<file path="config.mk">
export PLATFORM = sky130hd
export DESIGN_NAME = bin_to_bcd_seq
export DESIGN_NICKNAME = d
export VERILOG_FILES = /design/src/rtl/bin_to_bcd_seq.sv
export SDC_FILE = /design/constraint.sdc
export NUM_CORES = 1
export LEC_CHECK = 0
export ABC_AREA = 1
export CORE_MARGIN = 2
export CORE_UTILIZATION = 42
export CTS_BUF_LIST = sky130_fd_sc_hd__clkbuf_4
export DETAILED_ROUTE_END_ITERATION = 8
export PLACE_DENSITY_LB_ADDON = 0.1
export SETUP_SLACK_MARGIN = 0.2
export SYNTH_ARGS = -nofsm -noshare
export SYNTH_HDL_FRONTEND = slang
export SYNTH_SLANG_ARGS = --single-unit
</file>
<file path="constraint.sdc">
create_clock -name clk -period 1.43 [get_ports clk]
set_input_delay 0.429 -clock clk [delete_from_list [all_inputs] [get_ports clk]]
set_output_delay 0.429 -clock clk [all_outputs]
set_load 0.01 [all_outputs]
</file>
<file path="src/rtl/bin_to_bcd_seq.sv">
// Sequential binary-to-BCD converter (double dabble), one input bit per clock.
// Accepts a W-bit value on set, shifts it through a 4*DIGITS-bit BCD scratch
// register with add-3 correction, then publishes the packed digits on bcd
// together with a one-cycle ready pulse. The set/ready handshake matches the
// upstream multiplier so its ready can drive set directly.
//
// state | meaning
// ------+---------------------------------------------------------------
// IDLE  | waiting for set; bin is captured on the edge that accepts set
// SHIFT | one add-3 correction plus one left shift per clock, W clocks
// DONE  | copy scratch to bcd, pulse ready, return to IDLE
module bin_to_bcd_seq #(
    parameter int W      = 8,
    parameter int DIGITS = 3
) (
    input  logic                  clk,
    input  logic                  rst_n,
    input  logic                  set,
    input  logic [W-1:0]          bin,
    output logic                  busy,
    output logic                  ready,
    output logic [4*DIGITS-1:0]   bcd
);

    localparam int CW = $clog2(W + 1);
    localparam int SW = 4 * DIGITS;

    typedef enum logic [1:0] {
        IDLE  = 2'd0,
        SHIFT = 2'd1,
        DONE  = 2'd2
    } state_t;

    state_t          state;
    state_t          state_nxt;
    logic [W-1:0]    bin_sr;
    logic [SW-1:0]   scratch;
    logic [SW-1:0]   scratch_adj;
    logic [CW-1:0]   cnt;

    // State register; synchronous active-low reset forces IDLE.
    always_ff @(posedge clk) begin
        if (!rst_n) begin
            state <= IDLE;
        end else begin
            state <= state_nxt;
        end
    end

    // Next-state logic; the counter reaching its terminal value of 1 means
    // the current edge performs the last of the W shifts.
    always_comb begin
        state_nxt = IDLE;
        case (state)
            IDLE:    state_nxt = set ? SHIFT : IDLE;
            SHIFT:   state_nxt = (cnt == CW'(1)) ? DONE : SHIFT;
            DONE:    state_nxt = IDLE;
            default: state_nxt = IDLE;
        endcase
    end

    // Add-3 correction of every digit >= 5, all from pre-correction values;
    // each digit wraps within its own nibble, no carry between digits.
    always_comb begin
        scratch_adj = scratch;
        for (int i = 0; i < DIGITS; i++) begin
            if (scratch[4*i +: 4] >= 4'd5) begin
                scratch_adj[4*i +: 4] = scratch[4*i +: 4] + 4'd3;
            end
        end
    end

    // Datapath: capture, corrected shift with countdown, and result publish.
    always_ff @(posedge clk) begin
        if (!rst_n) begin
            bin_sr  <= '0;
            scratch <= '0;
            cnt     <= '0;
            bcd     <= '0;
            ready   <= 1'b0;
        end else begin
            ready <= 1'b0;
            case (state)
                IDLE: begin
                    if (set) begin
                        bin_sr  <= bin;
                        scratch <= '0;
                        cnt     <= CW'(W);
                    end
                end
                SHIFT: begin
                    scratch <= {scratch_adj[SW-2:0], bin_sr[W-1]};
                    bin_sr  <= {bin_sr[W-2:0], 1'b0};
                    cnt     <= cnt - CW'(1);
                end
                DONE: begin
                    bcd   <= scratch;
                    ready <= 1'b1;
                end
                default: ;
            endcase
        end
    end

    // Busy covers SHIFT and DONE, so it is already low while ready is high.
    assign busy = (state != IDLE);

endmodule

</file>
Yosys cells after proc, flatten, opt, wreduce, memory -nomap -nowiden:

Index checks and enable logic that the tools add are counted.

* output and inout bits: 14
* flip-flop bits (word level): 39
* bits of input ports: 11
* logic and storage cells: 34

* add/subtract/negate cells: 4
* mux-type cells: 13
* reduce and logical (&&, ||, !) cells: 4
* $lt $le $gt $ge: 3
* equality and inequality tests: 4

Operators by type and width (number)
* 12-bit one-hot mux with 2 select lines: 1
* 8-bit one-hot mux with 2 select lines: 1
* 4-bit by 3-bit greater-or-equal comparator with 1-bit output (second input constant): 3
* 12-bit 2-to-1 mux: 1
* 4-bit 2-to-1 mux: 3
* 4-bit by 2-bit adder with 4-bit output (second input constant): 2
* 8-bit 2-to-1 mux: 1
* 4-bit one-hot mux with 2 select lines: 1
* 4-bit by 1-bit == test with 1-bit output (second input constant): 1
* 2-bit one-hot mux with 2 select lines: 1
* 2-bit nonzero test: 2
* 4-bit by 1-bit subtractor with 4-bit output (second input constant): 1
* 3-bit by 2-bit adder with 3-bit output (second input constant): 1
* 3-bit 2-to-1 mux: 1
* 2-bit by 1-bit == test with 1-bit output (second input constant): 1
* 2-bit == test (second input constant): 1
* 2-bit logical NOT: 1
* 1-bit 2-to-1 mux: 2
* 2-bit 2-to-1 mux: 1
* 2-bit inequality test (second input constant): 1
* 2-bit AND reduction: 1

Logic depth before layout (Yosys ltp):

* word-level depth: 3
* mapped depth: 9
* gate-level depth less buffers: 9

Worst setup path after synthesis:

No wires, ideal clock.

* path kind: register to register
* from: reg scratch[0]
* to: reg scratch[4]
* library setup time: 65 ps
* slack: 251 ps
* period minus slack after synthesis: 1179 ps
* cell stages (with the launch flop): 10
* arrival time: 1114 ps
* data required time: 1365 ps
* buffers on the path: 0
* cell sequence: dfxtp_1 -> inv_1 -> ha_1 -> inv_1 -> nand2_1 -> nand3_1 -> nand2_1 -> nor2_1 -> nor2_1 -> nor2_1

* word-level cells in the longest chain between the ends: 3
* elaborated cells between the ends (all ways): 4
* classes of those cells: 1 x add/sub; 1 x order compare; 2 x mux

Ends and longest elaborated chain
* start, declared: line 37 `logic [SW-1:0] scratch;`
* start signal, assigned: line 92 `scratch <= {scratch_adj[SW-2:0], bin_sr[W-1]};`
* 4-bit by 2-bit adder with 4-bit output / 4-bit by 3-bit greater-or-equal comparator with 1-bit output (equally long branches): line 68, 67
* 4-bit 2-to-1 mux (*): line 67 `if (scratch[4*i +: 4] >= 4'd5) begin`
* 12-bit one-hot mux with 2 select lines (*): line 83 `case (state)`

Mark *: on every way between the ends. The rest lies on a longest branch, timed or not.
A chain may end at the register's enable or synchronous reset.

Final worst setup path:

* from: reg state[1]
* to: out busy

* word-level cells in the longest chain between the ends: 1

Ends and longest elaborated chain
* start, declared: line 34 `state_t state;`
* start signal, assigned: line 46 `state <= state_nxt;`
* 2-bit nonzero test: line 106 `assign busy = (state != IDLE);`
* end, declared: line 20 `output logic busy,`

No other way between the ends.

==> impl_metrics.json <==
{
  "synthCells": 236,
  "cts_hold_buf": 0,
  "r2r_setup_slack_ps": 140,
  "synth_seq_cells": 39,
  "grt_usage": 0.180,
  "hold_ws_ps": 473,
  "p_per_area_nw_per_um2": 870,
  "hpwl_um": 2480,
  "num-nets-final": 303,
  "critPathKind": "reg2out",
  "antenna_cells": 0,
  "critical_path_arrival_ps": 960,
  "clk_pin_slew_ps": 110,
  "grt_max_degree": 23,
  "htreeDepth": 2,
  "syn_area_per_cell_um2": 7.40,
  "vias": 1650,
  "drt-vias-per-instance": 4.93,
  "start_kind": "flop",
  "numClockSinks": 39,
  "antenna_found_initial": 0,
  "critPathMaxFanout": 2,
  "globalplace.congestion": 0.867,
  "cts_root_buf": "clkbuf_4",
  "synth_cell_type_count": 22,
  "crit_path_top_delay_cell": "dfxtp_2",
  "dr.pass1.iters": 4,
  "ir_drop_mv": 0.573,
  "drcViolationCount": 0,
  "start_util": 0.437,
  "total_power_w": 0.00217,
  "period_needed_ps": 1380,
  "synth_seq_area_share": 0.447,
  "cts_buffers": 5,
  "core_um2": 4000,
  "crit_chain": "nor2_2, inv_1, buf_2",
  "hp-class": "reg2reg",
  "setup_viol_count_final": 0,
  "port_buffers": 24,
  "skew_ps": 14.5,
  "clock_path_buffers": 2,
  "grt_pass1_vias": 1499,
  "hold_viol_final": 0,
  "ioPinCount": 25,
  "holdPathStages": 2,
  "dieArea_um2": 4690,
  "cp.required_ps": 1000,
  "totalWireLength_um": 4010,
  "fp.dieW_um": 68.5,
  "slowest_delay_ps": 340,
  "cp-end-kind": "output port",
  "yosysWarnings": 0,
  "drt_iter0_markers": 42,
  "tritoncts": "yes",
  "worstMarginPinSlew_ps": 279,
  "synth_nets": 255,
  "wire_per_inst_um": 12.0,
  "fillers": 358,
  "grt_pass1_wl_um": 6250,
  "max-cap-violations": 0,
  "ant_nets": 0,
  "num_rows": 23,
  "fmax_ghz": 0.722,
  "status": "finished clean",
  "area_growth_pct": 42.8,
  "slew_headroom": 0.814,
  "worst_skew_pair.late_latency_ps": 360,
  "drive_gt1_frac": 0.386,
  "rr_worst_depth": 9,
  "gr-total-overflow": 0,
  "p_leak_nw": 1.05,
  "die_y_um": 68.5,
  "finalCritPeriodShare": 0.968,
  "slew_viol_final": 0,
  "synth_area_um2": 1750,
  "rsz0062_at_grt": "true"
}
placed cells by master (no fill, tap or decap), drive strengths merged:
cell type	count
a31oi	7
a22oi	1
nand4	6
clkbuf	6
inv	23
nand3	13
nand2	61
nor2	24
buf	40
o21ai	18
nor3	2
clkdlybuf4s50	10
a211oi	1
o21bai	1
dfxtp	39
clkinvlp	1
clkinv	1
a21oi	20
ha	8
o211ai	3
power breakdown:
| group | switching [W] | leakage (nW) | internal, W |
|---|---|---|---|
| Clock | 0.000369 | 0.0317 | 0.000209 |
| Sequential | 0.0000311 | 0.327 | 0.00114 |
| Combinational | 0.000214 | 0.693 | 0.000214 |
| Total | 0.000614 | 1.05 | 0.00156 |
worst paths after layout:
check	from	endpoint
worst max-delay path	state[1]	busy
worst min-delay path	scratch[11]	scratch[11]
worst max register to register	state[1]	bin_sr[6]
worst min register to register	scratch[11]	scratch[11]
per-stage QoR:
step	util	cells	setup WS [ps]	TNS, ps	instance area, µm²
after floorplan	-	236	251	0	1750
after global placement	0.539	316	-86.5	-1130	2160
after detailed placement	0.539	316	-109	-1390	2160
after CTS	0.573	329	23.6	0	2290
after global routing	0.624	335	-35.6	-35.6	2490
final	0.624	335	45.5	0	2490
worst max-delay path: cells and delay by family (launching register included):
family	cells	cell delay, ps
flip-flops	1	340
buffers and inverters	2	180
AND/OR/NAND/NOR	1	90
synthesized netlist by cell type:
library cell / count / area (µm²)
buf_2: 2 / 10.0
buf_6: 1 / 11.3
o21bai_2: 1 / 11.3
nand4_1: 6 / 37.5
buf_4: 3 / 22.5
nand2_1: 61 / 229
nor2_2: 1 / 6.26
a31oi_1: 7 / 43.8
a21oi_1: 20 / 100
a22oi_1: 1 / 7.51
o21ai_0: 18 / 90.1
nor3_1: 2 / 10.0
inv_2: 1 / 3.75
nor2_4: 1 / 11.3
clkbuf_1: 3 / 11.3
o211ai_1: 3 / 22.5
inv_1: 22 / 82.6
ha_1: 8 / 100
nor2_1: 22 / 82.6
dfxtp_1: 39 / 781
nand3_1: 13 / 65.1
a211oi_1: 1 / 7.51
state kept, by name, summed over array words and instances (netlist names):
signal and cells:
cnt 4, state 2, scratch 12, ready 1, bcd 12, bin_sr 8
per-layer routing:
metal  wire [µm]  vias to the layer above  track usage  part of all wire
met5           0                        -            0                 0
met4         108                        0       0.0975             0.027
met3         175                       10       0.0503             0.044
met2        1800                       35        0.275              0.45
met1        1920                      732        0.229              0.48
li1            -                      873            -                 -
what timing repair did:
item / CTS / global route
setup endpoints to repair: 21 / 39
cloned: 0 / 1
pin swaps: 2 / 14
gates resized for setup: 90 / 60
setup buffers: 5 / 5
layout make-up:
type,count,area (µm²),share of cell area
sequential,39,811,0.325
timing repair buffer,50,520,0.209
clock inverter,2,12.5,0.00502
multi-input combinational,165,947,0.380
inverter,23,96.3,0.0386
tap,50,62.6,0.0251
clock buffer,6,45.0,0.0181
kinds of logic (layout without fill, tap and decap cells):
kind of cell / after synthesis / count (layout) / synth area share
and+or+nand+nor: 106 / 106 / 0.253
buffers and inverters: 32 / 81 / 0.0809
AOI/OAI and AO/OA: 51 / 51 / 0.162
DFF: 39 / 39 / 0.447
adders and majority gates: 8 / 8 / 0.0573
No activity file was read; power rests on OpenSTA's default activity.
